--- src/rtl/dispatch_ctrl.sv ---
// dispatch_ctrl
//   Instruction dispatch controller sitting between fetch and the functional
//   units (EU/BIU/FCU by default). One instruction is taken per valid/ready
//   handshake and classified by the number of leading ones in its opcode
//   field. The class selects a target unit and a sub-operation code. The
//   controller then waits for that unit's done, with illegal-opcode and
//   timeout traps, a synchronous flush and a wrapping retire counter.
//
// Ports
//   i_clk           clock, all state on rising edge
//   i_rst           asynchronous active-high reset
//   i_instr_valid   fetch presents i_ir
//   o_instr_ready   controller can accept i_ir
//   i_ir            instruction word
//   i_flush         abort the in-flight instruction (DECODE/ISSUE/WAIT only)
//   i_unit_done     per-unit completion, sampled only in WAIT
//   o_unit_cs       one-hot chip select to the target unit
//   o_unit_sel      sub-operation select to the target unit
//   o_busy          high in every state except IDLE
//   o_retire        one-cycle pulse per completed instruction
//   o_retire_cls    class of the retired instruction, valid with o_retire
//   o_retire_cnt    retired-instruction count, wraps to 0
//   o_trap_valid    trap pending, held until i_trap_ack
//   o_trap_cause    01 illegal opcode, 10 timeout, 00 none
//   i_trap_ack      clears a pending trap
//
// States
//   S_IDLE   | waiting for an instruction from fetch
//   S_DECODE | classify captured opcode, check legality
//   S_ISSUE  | raise chip select and sub-op, clear timer
//   S_WAIT   | hold cs/sel until target done, flush or timeout
//   S_TRAP   | trap reported, waiting for acknowledge

module dispatch_ctrl #(
    parameter int                IR_W      = 32,
    parameter int                OPC_MSB   = 21,
    parameter int                NCLS      = 6,
    parameter int                NUM_UNITS = 3,
    parameter logic [2*NCLS-1:0] UNIT_MAP  = 12'h094,
    parameter logic [2*NCLS-1:0] SEL_MAP   = 12'h910,
    parameter int                TIMEOUT   = 64,
    parameter int                TMO_W     = 8,
    parameter int                CNT_W     = 16
) (
    input  logic                 i_clk,
    input  logic                 i_rst,
    input  logic                 i_instr_valid,
    output logic                 o_instr_ready,
    input  logic [IR_W-1:0]      i_ir,
    input  logic                 i_flush,
    input  logic [NUM_UNITS-1:0] i_unit_done,
    output logic [NUM_UNITS-1:0] o_unit_cs,
    output logic [1:0]           o_unit_sel,
    output logic                 o_busy,
    output logic                 o_retire,
    output logic [2:0]           o_retire_cls,
    output logic [CNT_W-1:0]     o_retire_cnt,
    output logic                 o_trap_valid,
    output logic [1:0]           o_trap_cause,
    input  logic                 i_trap_ack
);

    typedef enum logic [2:0] {
        S_IDLE   = 3'd0,
        S_DECODE = 3'd1,
        S_ISSUE  = 3'd2,
        S_WAIT   = 3'd3,
        S_TRAP   = 3'd4
    } state_t;

    state_t               r_state;
    state_t               w_state_nxt;

    logic [NCLS-1:0]      r_opc;
    logic [2:0]           r_cls;
    logic [NUM_UNITS-1:0] r_unit_oh;
    logic [1:0]           r_sel;
    logic [1:0]           r_cause_pend;
    logic [TMO_W-1:0]     r_timer;
    logic                 r_ret_pend;

    logic                 r_instr_ready;
    logic [NUM_UNITS-1:0] r_unit_cs;
    logic [1:0]           r_unit_sel;
    logic                 r_busy;
    logic                 r_retire;
    logic [2:0]           r_retire_cls;
    logic [CNT_W-1:0]     r_retire_cnt;
    logic                 r_trap_valid;
    logic [1:0]           r_trap_cause;

    logic [2:0]           w_cls;
    logic [1:0]           w_unit;
    logic [1:0]           w_sel;
    logic                 w_illegal;
    logic [NUM_UNITS-1:0] w_unit_oh;
    logic                 w_tgt_done;
    logic                 w_tmo;

    logic                 w_cap;
    logic                 w_lat;
    logic [NUM_UNITS-1:0] w_cs_nxt;
    logic [1:0]           w_sel_nxt;
    logic [TMO_W-1:0]     w_timer_nxt;
    logic                 w_ret_pend_nxt;
    logic [1:0]           w_cause_pend_nxt;
    logic                 w_trap_valid_nxt;
    logic [1:0]           w_trap_cause_nxt;

    // Only the opcode field is decoded; the rest of the word is not needed.
    logic                 w_ir_unused;
    assign w_ir_unused = ^i_ir;

    // Leading-ones count, MSB first; a field of all ones yields NCLS (illegal).
    always_comb begin
        logic v_stop;
        v_stop = 1'b0;
        w_cls  = '0;
        for (int i = NCLS - 1; i >= 0; i--) begin
            if (!v_stop) begin
                if (r_opc[i]) begin
                    w_cls = w_cls + 3'd1;
                end else begin
                    v_stop = 1'b1;
                end
            end
        end
    end

    always_comb begin
        w_unit = '0;
        w_sel  = '0;
        for (int c = 0; c < NCLS; c++) begin
            if (w_cls == 3'(c)) begin
                w_unit = UNIT_MAP[2*c +: 2];
                w_sel  = SEL_MAP[2*c +: 2];
            end
        end
    end

    assign w_illegal  = (w_cls == 3'(NCLS)) || (int'(w_unit) >= NUM_UNITS);
    assign w_unit_oh  = NUM_UNITS'(1) << w_unit;
    assign w_tgt_done = |(i_unit_done & r_unit_oh);
    assign w_tmo      = (TIMEOUT != 0) && (r_timer == TMO_W'(TIMEOUT - 1));

    always_ff @(posedge i_clk or posedge i_rst) begin
        if (i_rst) begin
            r_state <= S_IDLE;
        end else begin
            r_state <= w_state_nxt;
        end
    end

    // Priority inside WAIT: flush, then target done, then timeout.
    always_comb begin
        w_state_nxt      = r_state;
        w_cap            = 1'b0;
        w_lat            = 1'b0;
        w_cs_nxt         = r_unit_cs;
        w_sel_nxt        = r_unit_sel;
        w_timer_nxt      = r_timer;
        w_ret_pend_nxt   = 1'b0;
        w_cause_pend_nxt = r_cause_pend;
        w_trap_valid_nxt = r_trap_valid;
        w_trap_cause_nxt = r_trap_cause;
        case (r_state)
            S_IDLE: begin
                if (i_instr_valid) begin
                    w_cap       = 1'b1;
                    w_state_nxt = S_DECODE;
                end
            end
            S_DECODE: begin
                if (i_flush) begin
                    w_state_nxt = S_IDLE;
                end else if (w_illegal) begin
                    w_cause_pend_nxt = 2'b01;
                    w_state_nxt      = S_TRAP;
                end else begin
                    w_lat       = 1'b1;
                    w_state_nxt = S_ISSUE;
                end
            end
            S_ISSUE: begin
                if (i_flush) begin
                    w_state_nxt = S_IDLE;
                end else begin
                    w_cs_nxt    = r_unit_oh;
                    w_sel_nxt   = r_sel;
                    w_timer_nxt = '0;
                    w_state_nxt = S_WAIT;
                end
            end
            S_WAIT: begin
                if (i_flush) begin
                    w_cs_nxt    = '0;
                    w_state_nxt = S_IDLE;
                end else if (w_tgt_done) begin
                    w_cs_nxt       = '0;
                    w_ret_pend_nxt = 1'b1;
                    w_state_nxt    = S_IDLE;
                end else if (w_tmo) begin
                    w_cs_nxt         = '0;
                    w_cause_pend_nxt = 2'b10;
                    w_state_nxt      = S_TRAP;
                end else begin
                    w_timer_nxt = r_timer + TMO_W'(1);
                end
            end
            S_TRAP: begin
                // Acknowledge only counts once the trap has been made visible.
                if (r_trap_valid && i_trap_ack) begin
                    w_trap_valid_nxt = 1'b0;
                    w_trap_cause_nxt = 2'b00;
                    w_state_nxt      = S_IDLE;
                end else begin
                    w_trap_valid_nxt = 1'b1;
                    w_trap_cause_nxt = r_cause_pend;
                end
            end
            default: begin
                w_cs_nxt    = '0;
                w_state_nxt = S_IDLE;
            end
        endcase
    end

    always_ff @(posedge i_clk or posedge i_rst) begin
        if (i_rst) begin
            r_opc         <= '0;
            r_cls         <= '0;
            r_unit_oh     <= '0;
            r_sel         <= '0;
            r_cause_pend  <= '0;
            r_timer       <= '0;
            r_ret_pend    <= 1'b0;
            r_instr_ready <= 1'b1;
            r_unit_cs     <= '0;
            r_unit_sel    <= '0;
            r_busy        <= 1'b0;
            r_retire      <= 1'b0;
            r_retire_cls  <= '0;
            r_retire_cnt  <= '0;
            r_trap_valid  <= 1'b0;
            r_trap_cause  <= '0;
        end else begin
            if (w_cap) begin
                r_opc <= i_ir[OPC_MSB -: NCLS];
            end
            if (w_lat) begin
                r_cls     <= w_cls;
                r_unit_oh <= w_unit_oh;
                r_sel     <= w_sel;
            end
            r_cause_pend  <= w_cause_pend_nxt;
            r_timer       <= w_timer_nxt;
            r_instr_ready <= (w_state_nxt == S_IDLE);
            r_busy        <= (w_state_nxt != S_IDLE);
            r_unit_cs     <= w_cs_nxt;
            r_unit_sel    <= w_sel_nxt;
            r_trap_valid  <= w_trap_valid_nxt;
            r_trap_cause  <= w_trap_cause_nxt;
            // Retire is reported the cycle after the return to IDLE.
            r_ret_pend    <= w_ret_pend_nxt;
            r_retire      <= r_ret_pend;
            if (r_ret_pend) begin
                r_retire_cls <= r_cls;
                r_retire_cnt <= r_retire_cnt + CNT_W'(1);
            end
        end
    end

    assign o_instr_ready = r_instr_ready;
    assign o_unit_cs     = r_unit_cs;
    assign o_unit_sel    = r_unit_sel;
    assign o_busy        = r_busy;
    assign o_retire      = r_retire;
    assign o_retire_cls  = r_retire_cls;
    assign o_retire_cnt  = r_retire_cnt;
    assign o_trap_valid  = r_trap_valid;
    assign o_trap_cause  = r_trap_cause;

endmodule

--- config.mk ---
export PLATFORM = sky130hd
export DESIGN_NAME = dispatch_ctrl
export DESIGN_NICKNAME = d
export VERILOG_FILES = /design/src/rtl/dispatch_ctrl.sv
export SDC_FILE = /design/constraint.sdc
export NUM_CORES = 1
export LEC_CHECK = 0
export BUFFER_PORTS_ARGS = -buffer_cell sky130_fd_sc_hd__buf_2
export CORE_ASPECT_RATIO = 1.5
export CORE_MARGIN = 2
export CORE_UTILIZATION = 55
export DETAILED_ROUTE_END_ITERATION = 8
export PLACE_DENSITY_LB_ADDON = 0.08
export SLEW_MARGIN = 30
export SYNTH_ARGS = -nofsm -noshare
export SYNTH_HDL_FRONTEND = slang
export SYNTH_SLANG_ARGS = --single-unit
--- constraint.sdc ---
create_clock -name i_clk -period 4.3 [get_ports i_clk]
set_input_delay 0.86 -clock i_clk [delete_from_list [all_inputs] [get_ports i_clk]]
set_output_delay 0.86 -clock i_clk [all_outputs]
set_load 0.01 [all_outputs]
# After elaboration in Yosys (flattened, before gate mapping)
# Index checks and enable logic that the tools add are counted.
[classes]
shifts = 1
n_reduce_logical = 13
muxes = 64
eq_ne = 19
bitwise = 3
addsub = 7
order_cmp = 1
[op_table]
columns = ["op", "n"]
rows = [
  ["$mux W3", 20],
  ["$mux W8", 4],
  ["$mux W2", 15],
  ["$mux W1", 21],
  ["$add A16 B1 Y16 const B", 1],
  ["$pmux W8 S2", 1],
  ["$pmux W3 S5", 1],
  ["$ne A2 B2 Y1 const B", 7],
  ["$add A3 B1 Y3 const B", 4],
  ["$eq A3 B2 Y1 const B", 4],
  ["$eq A3 B3 Y1 const B", 4],
  ["$pmux W3 S3", 1],
  ["$add A8 B1 Y8 const B", 1],
  ["$eq A8 B6 Y1 const B", 1],
  ["$eq A3 B1 Y1 const B", 2],
  ["$logic_not A3 Y1", 2],
  ["$reduce_and A6 Y1", 1],
  ["$reduce_or A3 Y1", 2],
  ["$reduce_and A5 Y1", 1],
  ["$ne A4 B4 Y1 const B", 1],
  ["$pmux W2 S2", 1],
  ["$reduce_bool A2 Y1", 2],
  ["$and A3 B3 Y3", 1],
  ["$reduce_and A3 Y1", 1],
  ["other kinds (8)", 9],
]
[word_totals]
in_bits = 40
output_inout_bits = 30
elab_cells = 125
reg_bits = 58

# Logic depth before layout (Yosys ltp)
[logic_depth]
ltp_word = 28
depth_mapped = 12
ltp_nobuf = 12

# Worst setup path before layout
# OpenSTA, ideal clock, no wires.
[synth_timing]
path_type = "reg2reg"
startpoint = "register r_opc[3]"
endpoint = "register r_sel[0]"
arrival_ns = 2.268
synth_period_minus_slack_ns = 2.391
n_path_buf = 1
slack_ns = 1.909
path_stages_with_launch = 13
t_required_ns = 4.177
setup_time_ns = 0.123
path_cell_list = "dfrtp_1 -> clkbuf_1 -> a21oi_1 -> nor2b_1 -> ha_1 -> nand2_1 -> a31oi_1 -> ha_1 -> and4b_1 -> a211o_1 -> a21oi_1 -> nor2_1 -> o221a_2"
[synth_between]
elab_chain_len = 22
elab_cells_between_ends = 35
cone_classes = "add/sub (3); order compare (1); eq/ne (6); mux (24); reduce/logical (1)"
[synth_rtl]
columns = ["element", "line_no", "text"]
rows = [
  ["start, declared", "74", "logic [NCLS-1:0] r_opc;"],
  ["start signal, assigned", "248", "r_opc <= i_ir[OPC_MSB -: NCLS];"],
  ["$mux W3", "121", "if (r_opc[i]) begin"],
  ["$mux W3", "120", "if (!v_stop) begin"],
  ["$add A3 B1 Y3", "122", "w_cls = w_cls + 3'd1;"],
  ["$mux W3", "121", ""],
  ["$mux W3", "120", ""],
  ["$add A3 B1 Y3", "122", ""],
  ["$mux W3", "121", ""],
  ["$mux W3", "120", ""],
  ["[3 not listed]", "-", ""],
  ["$eq A3 B1 Y1", "134", "if (w_cls == 3'(c)) begin"],
  ["$mux W1", "134", ""],
  ["$mux W2 (4 in a row)", "134", ""],
  ["$ge A2 B2 Y1", "141", "assign w_illegal = (w_cls == 3'(NCLS)) || (int'(w_unit) >= NUM_UNITS);"],
  ["$logic_or A1 B1 Y1", "141", ""],
  ["$mux W1", "176", "end else if (w_illegal) begin"],
  ["$mux W1", "174", "if (i_flush) begin"],
  ["$mux W1", "166", "case (r_state)"],
  ["end signal, assigned", "253", "r_sel <= w_sel;"],
  ["end, declared", "77", "logic [1:0] r_sel;"],
]
# Every way passes the cells marked *; elsewhere a longest branch is shown, timed or not.
# A chain may end at the register's enable or synchronous reset.

# Worst setup path in the final report
[layout_timing]
startpoint = "register r_opc[2]"
endpoint = "register r_cause_pend[1]"
[layout_between]
elab_chain_len = 18
elab_cells_between_ends = 26
cone_classes = "add/sub (2); order compare (1); eq/ne (7); mux (14); reduce/logical (2)"
[layout_rtl]
columns = ["element", "line_no", "text"]
rows = [
  ["$mux W3", "121", ""],
  ["$mux W3", "120", ""],
  ["$add A3 B1 Y3", "122", ""],
  ["$mux W3", "121", ""],
  ["$mux W3", "120", ""],
  ["$add A3 B1 Y3", "122", ""],
  ["$mux W3", "121", ""],
  ["$mux W3 *", "120", ""],
  ["$eq A3 B1 Y1", "134", ""],
  ["$mux W1", "134", ""],
  ["$mux W2 (4 in a row)", "134", ""],
  ["$ge A2 B2 Y1", "141", ""],
  ["$logic_or A1 B1 Y1 *", "141", ""],
  ["$ne A2 B2 Y1 (no line) *", "-", ""],
  ["$reduce_and A6 Y1 (no line) *", "-", ""],
  ["end signal, assigned", "255", "r_cause_pend <= w_cause_pend_nxt;"],
  ["end, declared", "78", "logic [1:0] r_cause_pend;"],
]
# Marks and branches as above.

==> flow_summary.yaml <==
die:
  core-area_um2: 4770
  io_pins: 70
  dieArea_um2: 5490
  rows: 31
  die-height_um: 89.8
  die_w_um: 61.2
  start_util_pct: 56.5
global_routing:
  grt_pass1_vias: 2122
  grt-ovfl-total: 0
  antenna_found_initial: 0
  grt_pass1_wl_mm: 9.37
  grt_max_degree: 32
  grt.total_usage_pct: 22.5
clock_network:
  cts_tree: "built"
  cts_resized: 0
  worst_skew_pair.late_latency_ps: 330
  ctsHoldBuffers: 0
  cts.clk_slew.worst_paths_ps: 70
  clock_sinks: 58
  clockRootBuffer: "clkbuf_8"
  cts_buffer_depth: 2
  cts_made_buffers: 9
  h-tree-depth: 3
  post-cts-setup-buffer-count: 0
drt:
  first_iter_violations: 102
  drcViolationCount: 0
  wl_mm: 5.20
  avgRoutedWirePerCell_um: 14.1
  vias_per_cell: 5.53
  detail-route-antenna-nets: 0
  vias: 2041
  drtPass1Iterations: 4
setup_path:
  crit_type: "register to register"
  cp_top_family: "compound AO/OA/AOI/OAI gates"
  max_stage_delay_ps: 430
  crit_chain: "inv_1 -> a21oi_1 -> nor2b_1 -> ha_1 -> nand2_1 -> a31oi_1 -> ha_1 -> and4b_1 -> a211o_1 -> a21oi_1 -> nand3_1 -> o21a_1"
  path_buf_inv: 1
  r2r_setup_slack_ps: 1740
  reg2regPathDepth: 12
  worst-path-max-fanout: 6
  rr_endpoint: "r_cause_pend[1]"
  cp-end-kind: "register"
  r2r_start: "r_opc[2]"
  required_ps: 4520
  start_kind: "register"
  arrival_ps: 2780
  cp_slowest_cell: "dfrtp_1"
power:
  ir_worst_vdd_uv: 396
  cellLeakagePower_nw: 1.53
  powerDensity_nw_per_um2: 600
final_layout:
  fillerInstances: 385
  drive_gt1_share_pct: 26.4
  fin_cells: 369
  num_antenna_cells: 0
  final_nets: 342
  syn2layout_area_growth_pct: 19.4
flow_run:
  maxCapViolations: 0
timing:
  relSlewSlack_pct: 45.8
  timing.fmax_mhz: 391
  fin_crit_sh_pct: 59.5
  finalSetupTns_ps: 0
  worst_pin_slew_ps: 811
  finClkSkew_ps: 10.8
  rsz0062_at_grt: "false"
  fin_crit_ps: 2560
  finalHoldViolCount: 0
  slew_violations: 0
  setup_violations: 0
synthesis:
  synth.distinct_cells: 50
  synth.area.mux_share_pct: 6.08
  ys_seq_area_share_pct: 53.9
  netlist_area_um2: 2700
  synth_area_per_cell_um2: 10.8
  synthCells: 249
  synth-warning-count: 0
  synth_nets: 293
  synth_top_family_by_area: "simple AND/OR/NAND/NOR gates"
  synth-simple-area-share_pct: 17.2
  ys_ff_latch: 58
  synth_compound_area_share_pct: 13.5
  synth-xor-area-share_pct: 5.20
  async_flop_share_pct: 100
  yosys.area_share.adder_pct: 1.86
  synth-edff-count: 0
  synth_flop_cell: "dfrtp_1"
place:
  gp_congestion: 0.837
  port_buffers: 43
  place_inst: 353
  hpwl_mm: 3.77
min_path:
  hold_start: "o_retire_cnt[15]"
  min_path_type: "register to register"
  holdPathEnd: "o_retire_cnt[15]"
  whs_path_depth: 1
run_status:
  status: "complete, no violations"
sequential cells by signal, summed over array words and instances (netlist names), 3 cells and up:
register,cells
o_retire_cls,3
o_retire_cnt,16
r_cls,3
o_unit_cs,3
r_timer,8
r_state,3
r_unit_oh,3
r_opc,6
routing by layer:
metal / vias to the layer above / track usage, % / wire (um)
met1: 999 / 26.8 / 2200
met2: 34 / 36.1 / 2720
met3: 8 / 7.19 / 179
met5: - / 0 / 0
li1: 1000 / - / -
met4: 0 / 9.96 / 98
cells in the final DEF (no fill, tap or decap), types with 4 or more instances in the layout:
| cell type | netlist | layout |
|---|---|---|
| a21oi_1 | 6 | 6 |
| a22o_1 | 5 | 5 |
| buf_2 | 2 | 43 |
| clkbuf_8 | 0 | 10 |
| dfrtp_1 | 57 | 57 |
| ha_1 | 4 | 4 |
| inv_1 | 10 | 9 |
| mux2_2 | 11 | 11 |
| mux2i_1 | 4 | 4 |
| nand2_1 | 39 | 39 |
| nand3_1 | 10 | 10 |
| nand4_1 | 5 | 5 |
| nor2_1 | 7 | 7 |
| nor2b_1 | 4 | 4 |
| o21a_1 | 4 | 4 |
| o21ai_0 | 14 | 14 |
| o31ai_1 | 4 | 4 |
| xnor2_1 | 13 | 13 |
how the worst max path moves through the flow:
stage / cells past startpoint / end / start
detailed placement: 5 / r_timer[1] / i_unit_done[1]
global placement: 5 / r_timer[1] / i_unit_done[1]
CTS: 12 / r_cause_pend[1] / r_opc[2]
floorplan: 12 / r_sel[0] / r_opc[3]
finish: 12 / r_cause_pend[1] / r_opc[2]
global route: 12 / r_cause_pend[1] / r_opc[2]
cell families (layout without fill, tap and decap cells):
family / after synthesis / count (layout)
and+or+nand+nor: 89 / 89
buffers and inverters: 16 / 70
muxes: 15 / 15
DFF: 58 / 58
AOI/OAI and AO/OA: 51 / 51
adders and majority gates: 4 / 4
xor gates and xnor gates: 16 / 16
area by class of cell:
cell class / count / area, um2 / area share, %
flip-flops and latches: 58 / 1450 / 45.1
clock inverters: 4 / 98.8 / 3.07
clock buffers: 12 / 145 / 4.51
multi-input cells: 175 / 1180 / 36.7
inverters: 10 / 37.5 / 1.17
well taps: 66 / 82.6 / 2.56
repair buffers: 44 / 223 / 6.92
stage by stage:
| step | hold slack [ps] | utilization [%] | area [um2] | setup slack [ps] | total power, mW |
|---|---|---|---|---|---|
| 2_1_floorplan | 352 | - | 2700 | 1910 | 1.18 |
| 3_3_place_gp | 457 | 62.4 | 2980 | 1660 | 1.32 |
| 3_5_place_dp | 467 | 62.4 | 2980 | 1590 | 1.33 |
| 4_1_cts | 475 | 67.5 | 3220 | 1740 | 1.95 |
| 5_1_grt | 499 | 67.5 | 3220 | 1550 | 2.07 |
| 6_report | 474 | 67.5 | 3220 | 1740 | 1.93 |
worst register-to-register path, stage by stage, from the launching register on:
cell,delay (ps)
dfrtp_1,430
inv_1,100
a21oi_1,60
nor2b_1,130
ha_1,230
nand2_1,90
a31oi_1,110
ha_1,230
and4b_1,170
a211o_1,300
a21oi_1,240
nand3_1,180
o21a_1,170
where the power goes:
part	leakage (nW)	switching, mW	internal, mW
Combinational	0.658	0.286	0.226
Sequential	0.748	0.131	0.677
Clock	0.121	0.210	0.402
cell usage after synthesis (all sizes together), types with 5 or more instances:
library cell,n,area (um2)
nor2,7,26.3
nand4,5,31.3
a21oi,6,30.0
mux2,11,124
dfrtp,57,1430
inv,10,37.5
o21ai,15,78.8
xnor2,13,114
nand3,10,50.1
nand2,39,146
a22o,5,43.8
No activity file was read; power rests on OpenSTA's default activity.
